--- config.mk ---
export PLATFORM = sky130hd
export DESIGN_NAME = vx_tma_addr_gen
export DESIGN_NICKNAME = d
export VERILOG_FILES = /design/src/rtl/vx_tma_addr_gen.sv
export SDC_FILE = /design/constraint.sdc
export NUM_CORES = 2
export LEC_CHECK = 0
export CAP_MARGIN = 20
export CORE_UTILIZATION = 30
export DETAILED_ROUTE_END_ITERATION = 8
export DONT_BUFFER_PORTS = 1
export SKIP_LAST_GASP = 1
export SYNTH_ARGS = -nofsm -noshare
export SYNTH_HDL_FRONTEND = slang
export SYNTH_SLANG_ARGS = --single-unit
--- constraint.sdc ---
create_clock -name clk -period 17.6 [get_ports clk]
set_clock_uncertainty 0.1 [all_clocks]
set_input_delay 3.52 -clock clk [delete_from_list [all_inputs] [get_ports clk]]
set_output_delay 3.52 -clock clk [all_outputs]
set_load 0.005 [all_outputs]
--- src/rtl/vx_tma_addr_gen.sv ---
`default_nettype none

`ifndef XLEN
`define XLEN 32
`endif
`ifndef MEM_ADDR_WIDTH
`define MEM_ADDR_WIDTH 32
`endif
`ifndef NUM_CORES
`define NUM_CORES 1
`endif
`ifndef NUM_WARPS
`define NUM_WARPS 4
`endif
`ifndef CLOG2
`define CLOG2(x) $clog2(x)
`endif
`ifndef UP
`define UP(x) (((x) > 0) ? (x) : 1)
`endif

// ============================================================================
// Module      : vx_tma_addr_gen
// Description : Tensor-memory-access address generator. Accepts one 2-D tile
//               descriptor, then walks the tile (x inner, y outer) and emits
//               one request per element carrying the global byte address, the
//               densely packed shared-memory address, an out-of-bounds flag
//               and a last marker. A one-cycle done pulse closes each transfer.
// Ports       : clk, reset (async, active high)
//               in_*   : descriptor handshake and fields
//               req_*  : per-element request handshake and payload
//               done_* : end-of-transfer pulse and its context tag
//               busy   : high whenever the walker is not idle
// Revision    : 1.0 - initial release
// ============================================================================
module vx_tma_addr_gen #(
  parameter int TMA_CTX_BITS = `UP(`CLOG2(`NUM_CORES * `NUM_WARPS)),
  parameter int TILE_W       = 16
) (
  input  logic                        clk,
  input  logic                        reset,
  input  logic                        in_valid,
  output logic                        in_ready,
  input  logic [TMA_CTX_BITS-1:0]     in_tag,
  input  logic [`MEM_ADDR_WIDTH-1:0]  in_base_addr,
  input  logic [`XLEN-1:0]            in_smem_addr,
  input  logic [`XLEN-1:0]            in_coord0,
  input  logic [`XLEN-1:0]            in_coord1,
  input  logic [31:0]                 in_tile01,
  input  logic [31:0]                 in_size0,
  input  logic [31:0]                 in_size1,
  input  logic [31:0]                 in_stride0,
  input  logic [1:0]                  in_elem_log2,
  output logic                        req_valid,
  input  logic                        req_ready,
  output logic [`MEM_ADDR_WIDTH-1:0]  req_addr,
  output logic [`XLEN-1:0]            req_smem_addr,
  output logic                        req_oob,
  output logic                        req_last,
  output logic [TMA_CTX_BITS-1:0]     req_tag,
  output logic                        done_valid,
  output logic [TMA_CTX_BITS-1:0]     done_tag,
  output logic                        busy
);

  localparam int c_aw = `MEM_ADDR_WIDTH;
  localparam int c_xl = `XLEN;
  localparam int c_cw = `XLEN + 1;  // signed bounds-check width

  typedef enum logic [1:0] {
    ST_IDLE  = 2'd0,
    ST_SETUP = 2'd1,
    ST_RUN   = 2'd2
  } state_t;

  state_t                   r_state;
  logic [TMA_CTX_BITS-1:0]  r_tag;
  logic [c_aw-1:0]          r_base;
  logic signed [c_xl-1:0]   r_coord0;
  logic signed [c_xl-1:0]   r_coord1;
  logic [TILE_W-1:0]        r_tile0;
  logic [TILE_W-1:0]        r_tile1;
  logic [31:0]              r_size0;
  logic [31:0]              r_size1;
  logic [31:0]              r_stride0;
  logic [1:0]               r_elem_log2;
  logic [c_aw-1:0]          r_row_addr;
  logic [c_aw-1:0]          r_col_addr;
  logic [c_xl-1:0]          r_smem_ptr;
  logic [TILE_W-1:0]        r_x_cnt;
  logic [TILE_W-1:0]        r_y_cnt;
  // Completion is staged one cycle before done_valid; the tag is kept apart
  // from r_tag so a descriptor accepted meanwhile cannot overwrite it.
  logic                     r_fin_pend;
  logic [TMA_CTX_BITS-1:0]  r_fin_tag;
  logic                     r_done_valid;
  logic [TMA_CTX_BITS-1:0]  r_done_tag;

  logic [c_aw-1:0]          w_origin;
  logic [c_aw-1:0]          w_addr_step;
  logic [c_xl-1:0]          w_smem_step;
  logic signed [c_cw-1:0]   w_cx;
  logic signed [c_cw-1:0]   w_cy;
  logic signed [c_cw-1:0]   w_sx;
  logic signed [c_cw-1:0]   w_sy;
  logic                     w_x_end;
  logic                     w_y_end;
  logic                     w_last;
  logic                     w_fire;

  // Element (0,0) address; signed coordinates are sign-extended so negative
  // origins wrap correctly modulo the address width.
  assign w_origin    = r_base
                     + c_aw'(r_coord1) * c_aw'(r_stride0)
                     + (c_aw'(r_coord0) << r_elem_log2);
  assign w_addr_step = c_aw'(1) << r_elem_log2;
  assign w_smem_step = c_xl'(1) << r_elem_log2;

  assign w_cx = c_cw'(r_coord0) + c_cw'({1'b0, r_x_cnt});
  assign w_cy = c_cw'(r_coord1) + c_cw'({1'b0, r_y_cnt});
  assign w_sx = c_cw'({1'b0, r_size0});
  assign w_sy = c_cw'({1'b0, r_size1});

  assign w_x_end = (r_x_cnt == r_tile0 - TILE_W'(1));
  assign w_y_end = (r_y_cnt == r_tile1 - TILE_W'(1));
  assign w_last  = w_x_end & w_y_end;
  assign w_fire  = (r_state == ST_RUN) & req_ready;

  always_ff @(posedge clk or posedge reset) begin
    if (reset) begin
      r_state      <= ST_IDLE;
      r_tag        <= '0;
      r_base       <= '0;
      r_coord0     <= '0;
      r_coord1     <= '0;
      r_tile0      <= '0;
      r_tile1      <= '0;
      r_size0      <= '0;
      r_size1      <= '0;
      r_stride0    <= '0;
      r_elem_log2  <= '0;
      r_row_addr   <= '0;
      r_col_addr   <= '0;
      r_smem_ptr   <= '0;
      r_x_cnt      <= '0;
      r_y_cnt      <= '0;
      r_fin_pend   <= 1'b0;
      r_fin_tag    <= '0;
      r_done_valid <= 1'b0;
      r_done_tag   <= '0;
    end else begin
      r_done_valid <= r_fin_pend;
      if (r_fin_pend) begin
        r_done_tag <= r_fin_tag;
      end
      r_fin_pend <= 1'b0;

      case (r_state)
        ST_IDLE: begin
          if (in_valid) begin
            r_tag       <= in_tag;
            r_base      <= in_base_addr;
            r_smem_ptr  <= in_smem_addr;
            r_coord0    <= in_coord0;
            r_coord1    <= in_coord1;
            r_tile0     <= in_tile01[TILE_W-1:0];
            r_tile1     <= in_tile01[2*TILE_W-1:TILE_W];
            r_size0     <= in_size0;
            r_size1     <= in_size1;
            r_stride0   <= in_stride0;
            r_elem_log2 <= in_elem_log2;
            r_x_cnt     <= '0;
            r_y_cnt     <= '0;
            r_state     <= ST_SETUP;
          end
        end

        ST_SETUP: begin
          r_row_addr <= w_origin;
          r_col_addr <= w_origin;
          if ((r_tile0 == '0) || (r_tile1 == '0)) begin
            // Empty tile: finish without emitting any request.
            r_fin_pend <= 1'b1;
            r_fin_tag  <= r_tag;
            r_state    <= ST_IDLE;
          end else begin
            r_state <= ST_RUN;
          end
        end

        ST_RUN: begin
          if (w_fire) begin
            r_smem_ptr <= r_smem_ptr + w_smem_step;
            if (!w_x_end) begin
              r_x_cnt    <= r_x_cnt + TILE_W'(1);
              r_col_addr <= r_col_addr + w_addr_step;
            end else begin
              // Next row starts one pitch below the current row start.
              r_x_cnt    <= '0;
              r_y_cnt    <= r_y_cnt + TILE_W'(1);
              r_row_addr <= r_row_addr + c_aw'(r_stride0);
              r_col_addr <= r_row_addr + c_aw'(r_stride0);
            end
            if (w_last) begin
              r_fin_pend <= 1'b1;
              r_fin_tag  <= r_tag;
              r_state    <= ST_IDLE;
            end
          end
        end

        default: r_state <= ST_IDLE;
      endcase
    end
  end

  assign in_ready      = (r_state == ST_IDLE);
  assign busy          = (r_state != ST_IDLE);
  assign req_valid     = (r_state == ST_RUN);
  assign req_addr      = r_col_addr;
  assign req_smem_addr = r_smem_ptr;
  assign req_tag       = r_tag;
  assign req_last      = w_last;
  // Bounds test on the signed element coordinate; negative shows as sign bit.
  assign req_oob       = w_cx[c_cw-1] | (w_cx >= w_sx) |
                         w_cy[c_cw-1] | (w_cy >= w_sy);
  assign done_valid    = r_done_valid;
  assign done_tag      = r_done_tag;

endmodule

`default_nettype wire

Word-level counts from Yosys, hierarchy flattened
Cells that the tools add are included.
{"block": "op_classes", "n_addsub": 11, "n_mul": 1, "magnitude_cmp": 2, "eq_ne": 9, "shifts": 2, "mux": 29, "n_bitwise": 5, "n_reduce_logical": 14}
{"op": "$mux 32", "n": 6}
{"op": "$pmux 32 s2", "n": 3}
{"op": "$add 32x32->32", "n": 5}
{"op": "$mux 16", "n": 5}
{"op": "$add 32x17->33", "n": 2}
{"op": "$ge 33x33->1", "n": 2}
{"op": "$pmux 16 s2", "n": 2}
{"op": "$add 16x1->16 const B", "n": 2}
{"op": "$eq 16x16->1", "n": 2}
{"op": "$logic_not 16->1", "n": 2}
{"op": "$mul 32x32->32", "n": 1}
{"op": "$shl 1x2->32 const A", "n": 1}
{"op": "$shl 32x2->32", "n": 1}
{"op": "$sub 16x1->16 const B", "n": 2}
{"op": "$mux 2", "n": 7}
{"op": "$reduce_and 3->1", "n": 3}
{"op": "$reduce_and 4->1", "n": 2}
{"op": "$ne 2x1->1 const B", "n": 3}
{"op": "$pmux 2 s3", "n": 1}
{"op": "$reduce_bool 2->1", "n": 3}
{"op": "$ne 2x2->1 const B", "n": 2}
{"op": "$pmux 2 s2", "n": 1}
{"op": "$reduce_and 2->1", "n": 2}
{"op": "$mux 1", "n": 3}
{"op": "other kinds (7)", "n": 10}
{"block": "word_totals", "regBits": 364, "inputBits": 264, "output_inout_bits": 74, "wordCells": 93}

Logic depth before layout (Yosys ltp)
{"block": "logic_depth", "depth_word": 6, "ltp_mapped": 30, "mapped_depth_nobuf": 28}

Worst setup path before layout
No wires, ideal clock.
{"block": "synth_timing", "path_kind": "flip-flop to output port", "startpoint": "register r_x_cnt[1]", "endpoint": "output req_oob", "t_arrival_ns": 4.315, "required_time_ns": 13.980, "path_slack_ns": 9.665, "path_stages_with_launch": 20, "n_path_buf": 0, "path_cell_list": "dfrtp_1 -> ha_1 -> a21o_1 -> a21oi_1 -> o21bai_1 -> a21oi_1 -> nor2b_1 -> o311ai_0 -> nand2_1 -> o41ai_1 -> nor3b_1 -> xor2_1 -> ha_1 -> nand4_1 -> nor4_1 -> nand2_1 -> nor4_1 -> or4_1 -> nor3_1 -> o2111ai_1"}
{"block": "synth_between", "elab_chain_len": 5}
{"element": "from (decl)", "line_no": "90", "source": "logic [TILE_W-1:0] r_x_cnt;"}
{"element": "from (signal assigned)", "line_no": "195", "source": "r_x_cnt <= r_x_cnt + TILE_W'(1);"}
{"element": "$add 32x17->33 (*)", "line_no": "119", "source": "assign w_cx = c_cw'(r_coord0) + c_cw'({1'b0, r_x_cnt});"}
{"element": "$ge 33x33->1", "line_no": "225", "source": "assign req_oob = w_cx[c_cw-1] | (w_cx >= w_sx) |"}
{"element": "$or 1x1->1 (*) (2 in a row)", "line_no": "225"}
{"element": "$or 1x1->1 (*)", "line_no": "226", "source": "w_cy[c_cw-1] | (w_cy >= w_sy);"}
{"element": "to (decl)", "line_no": "58", "source": "output logic req_oob,"}
Mark *: on every way between the ends. The rest lies on a longest branch, timed or not.

Final worst setup path
{"block": "layout_timing", "startpoint": "register r_x_cnt[0]", "endpoint": "output req_oob"}
The elaborated chain is that of the path after synthesis.

==> flow_summary_export.csv <==
group,metric,value,unit
sta,tightest_slew,1180,ps
finish,syn2layout_area_growth,9.18,%
critical_path,cp.arrival,5960,ps
critical_path,cp-startpoint,"r_x_cnt[0]",
finish,final_common_cell,"inv_1",
detailed_routing,drt-initial-drc-count,2176,
logic_synthesis,synth-edff-count,0,
logic_synthesis,synth-compound-area-share,9.51,%
critical_path,r2r_slack,8840,ps
detailed_routing,antenna_left,0,
clocking,h-tree-depth,2,
logic_synthesis,synth_top_family_by_area,"adder cells",
global_routing,grt_use_total,19.8,%
finish,post_route_cells_drive_above_1_share,10.2,%
detailed_routing,routedWlPerCell,22.2,um
floorplan,dieHeight,370,um
clocking,cts_num_sinks,364,
global_routing,antenna_found_initial,42,
global_routing,grt-ovfl-total,0,
logic_synthesis,synth-simple-area-share,15.0,%
logic_synthesis,synthCells,4307,
critical_path,timing.rr.end,"req_addr[28]",
clocking,cts_made_buffers,46,
critical_path,critPathMaxFanout,9,
place,portBuffers,0,
pwr,power_density,47.3,nW/um^2
critical_path,reg2reg_depth,28,
finish,layout_common_cells,"inv_1 (699), fa_1 (472), nand2_1 (387)",
logic_synthesis,synthArstFlopShare,100,%
finish,final_nets,5242,
pwr,switching_share,26.9,%
logic_synthesis,synth_warnings,0,
detailed_routing,wirelength,134,mm
logic_synthesis,synth_cell_types,85,
critical_path,crit_path_end_kind,"primary output",
global_routing,grt_pass1_wl,204,mm
sta,hold_slack,357,ps
place,pre_cts_slack,8560,ps
pwr,internal_power,1.54,mW
floorplan,rows,134,
clocking,clkLatencyLatePin,650,ps
hold_path,hold_path.class,"reg -> reg",
critical_path,r2r_start,"r_coord1[9]",
floorplan,initial_core_util,30.4,%
run,cap_violations,0,
critical_path,required,13980,ps
sta,slew_headroom,21.6,%
pwr,p_seq_share,42.9,%
logic_synthesis,avgSynthCellArea,9.45,um^2
pwr,vdd_drop_max,0.0634,mV
clocking,ctsResizeCount,0,
pwr,pwr-share-comb,6.9,%
sta,slew_viol_final,0,
sta,rsz0062_at_grt,"false",
clocking,clk_pin_slew,60,ps
detailed_routing,drc,0,
global_routing,grt_pass1_vias,32200,
clocking,ctsHoldBuffers,0,
clocking,root_buffer,"clkbuf_16",
critical_path,critPathLaunchType,"register",
pwr,p_leak,21.3,nW
logic_synthesis,synth_area,40700,um^2
clocking,clk_path_buf_depth,3,
sta,setup_violations,0,
critical_path,worstSetupEndpoint,"req_oob",
detailed_routing,drt-pass1-iter-count,7,
logic_synthesis,ys_seq_elements,364,
logic_synthesis,muxShareOfSynthArea,8.30,%
place,dp_hpwl,105,mm
detailed_routing,vias,30800,
pwr,clockPowerShare,50.3,%
floorplan,dieArea,137000,um^2
global_routing,grt_max_degree,105,
pwr,power,2.10,mW
status,outcome,"complete, no violations",
detailed_routing,via_per_inst,5.10,
logic_synthesis,synth_flop_cell,"dfrtp_1",
logic_synthesis,synth_fa_ha_area_share,31.7,%
pwr,p_sw,0.566,mW
sta,final_hold_viol_count,0,
sta,tns,0,ps
floorplan,coreArea,134000,um^2
floorplan,boundaryPins,338,
logic_synthesis,ys_seq_area_share,22.4,%
clocking,post_cts_buffers,0,
logic_synthesis,syn-num-nets,5320,
place,gp_congestion,0.908,
critical_path,critPathKind,"reg -> out",
sta,fmax,104,MHz
sta,timing.final.crit_period,9580,ps
logic_synthesis,synth_xor_area_share,4.89,%
clocking,cts_tree,"yes",
floorplan,die_w,370,um
sta,setup_ws,8020,ps
finish,nFillCells,13600,
sta,fin_crit_sh,54.5,%
==> synth_stat cells, types with 21 or more instances <==
master    count  area share [%]
xor2_1       75             1.6
a21o_1       49            0.90
nor2_1      168             1.5
fa_1        472              23
a31oi_1      38            0.58
xnor2_1     152             3.3
ha_1        277             8.5
dfrtp_1     364              22
nand3_1      66            0.81
nor3_1       45            0.55
and3_1       40            0.61
mux4_2       29             1.6
o21ai_0     135             1.7
and2_1      338             5.2
nor2b_1      24            0.37
a211oi_1     21            0.39
nand4_1      27            0.42
clkbuf_1    181             1.7
mux2_2      232             6.4
a21oi_1     171             2.1
o21a_1       33            0.61
inv_1       700             6.5
nand2_1     388             3.6
==> routing by layer <==
metal,share of wire (%),up-vias,global-route usage (%),routed length (um)
met5,0.16,-,0,218
met4,3.8,38,7.18,5060
met3,7.6,239,5.00,10200
met2,48,982,32.7,64100
met1,41,15700,24.7,54800
li1,-,13900,-,-
==> worst min path at each step <==
stage	startpoint	end	slack [ps]	cells after the start
after floorplan	r_fin_pend	done_valid	290	0
after global placement	r_fin_pend	done_valid	350	0
after detailed placement	r_fin_pend	done_valid	340	0
after CTS	r_fin_pend	done_valid	370	0
after global routing	r_fin_pend	done_valid	370	0
final	r_fin_pend	done_valid	360	0
==> critical path, cell delays in order, from the launching register on <==
cell       delay, ps
dfrtp_1          470
ha_1             250
fa_1             400
a21o_1           180
a21oi_1          220
o21bai_1          90
a21oi_1          210
o21ai_0          200
a21oi_1          220
o21bai_1         100
a21oi_1          750
nor2_1           140
xor2_1           180
ha_1             300
nand4_1          150
nor4_1           360
nand2_1          150
nor4_1           510
or4_1            190
nor3_1            60
o2111ai_1        210
==> sequential cells by signal, summed over array words and instances (netlist names), 32 cells and up <==
name and flops:
r_size1 32, r_stride0 32, req_addr 32, r_coord1 32, req_smem_addr 32, r_base 32, r_size0 32, r_coord0 32
r_row_addr 32
==> layout make-up <==
class / instances / area [um^2] / area share (%)
inverters: 700 / 2640 / 5.93
clock buffers: 55 / 1270 / 2.85
clock inverters: 28 / 403 / 0.907
repair buffers: 64 / 480 / 1.08
flip-flops and latches: 364 / 9110 / 20.5
diodes: 21 / 52.6 / 0.118
multi-input cells: 3053 / 28300 / 63.6
well taps: 1768 / 2210 / 4.98
==> power groups by stage <==
stage | Clock [mW] | Sequential [mW] | Combinational, mW
4_1_cts | 1.09 | 0.902 | 0.147
2_1_floorplan | 0 | 0.895 | 0.110
3_5_place_dp | 0 | 0.918 | 0.146
3_3_place_gp | 0 | 0.917 | 0.144
6_report | 1.06 | 0.902 | 0.145
5_1_grt | 1.11 | 0.904 | 0.164
==> logic make-up after synthesis <==
kind of cell | count (synthesis)
DFF | 364
and+or+nand+nor | 1197
buffers and inverters | 890
muxes | 272
xor gates and xnor gates | 227
adders and majority gates | 749
AOI/OAI and AO/OA | 608
==> metrics by stage <==
step                      cell area [um^2]  utilization, %  instances
after CTS                            44400            33.1       6032
after floorplan                      40700               -       4307
after global placement               42700            31.9       5949
final                                44400            33.2       6053
after global routing                 44400            33.1       6037
after detailed placement             42700            31.9       5949
Power figures use the tool's default switching activity.
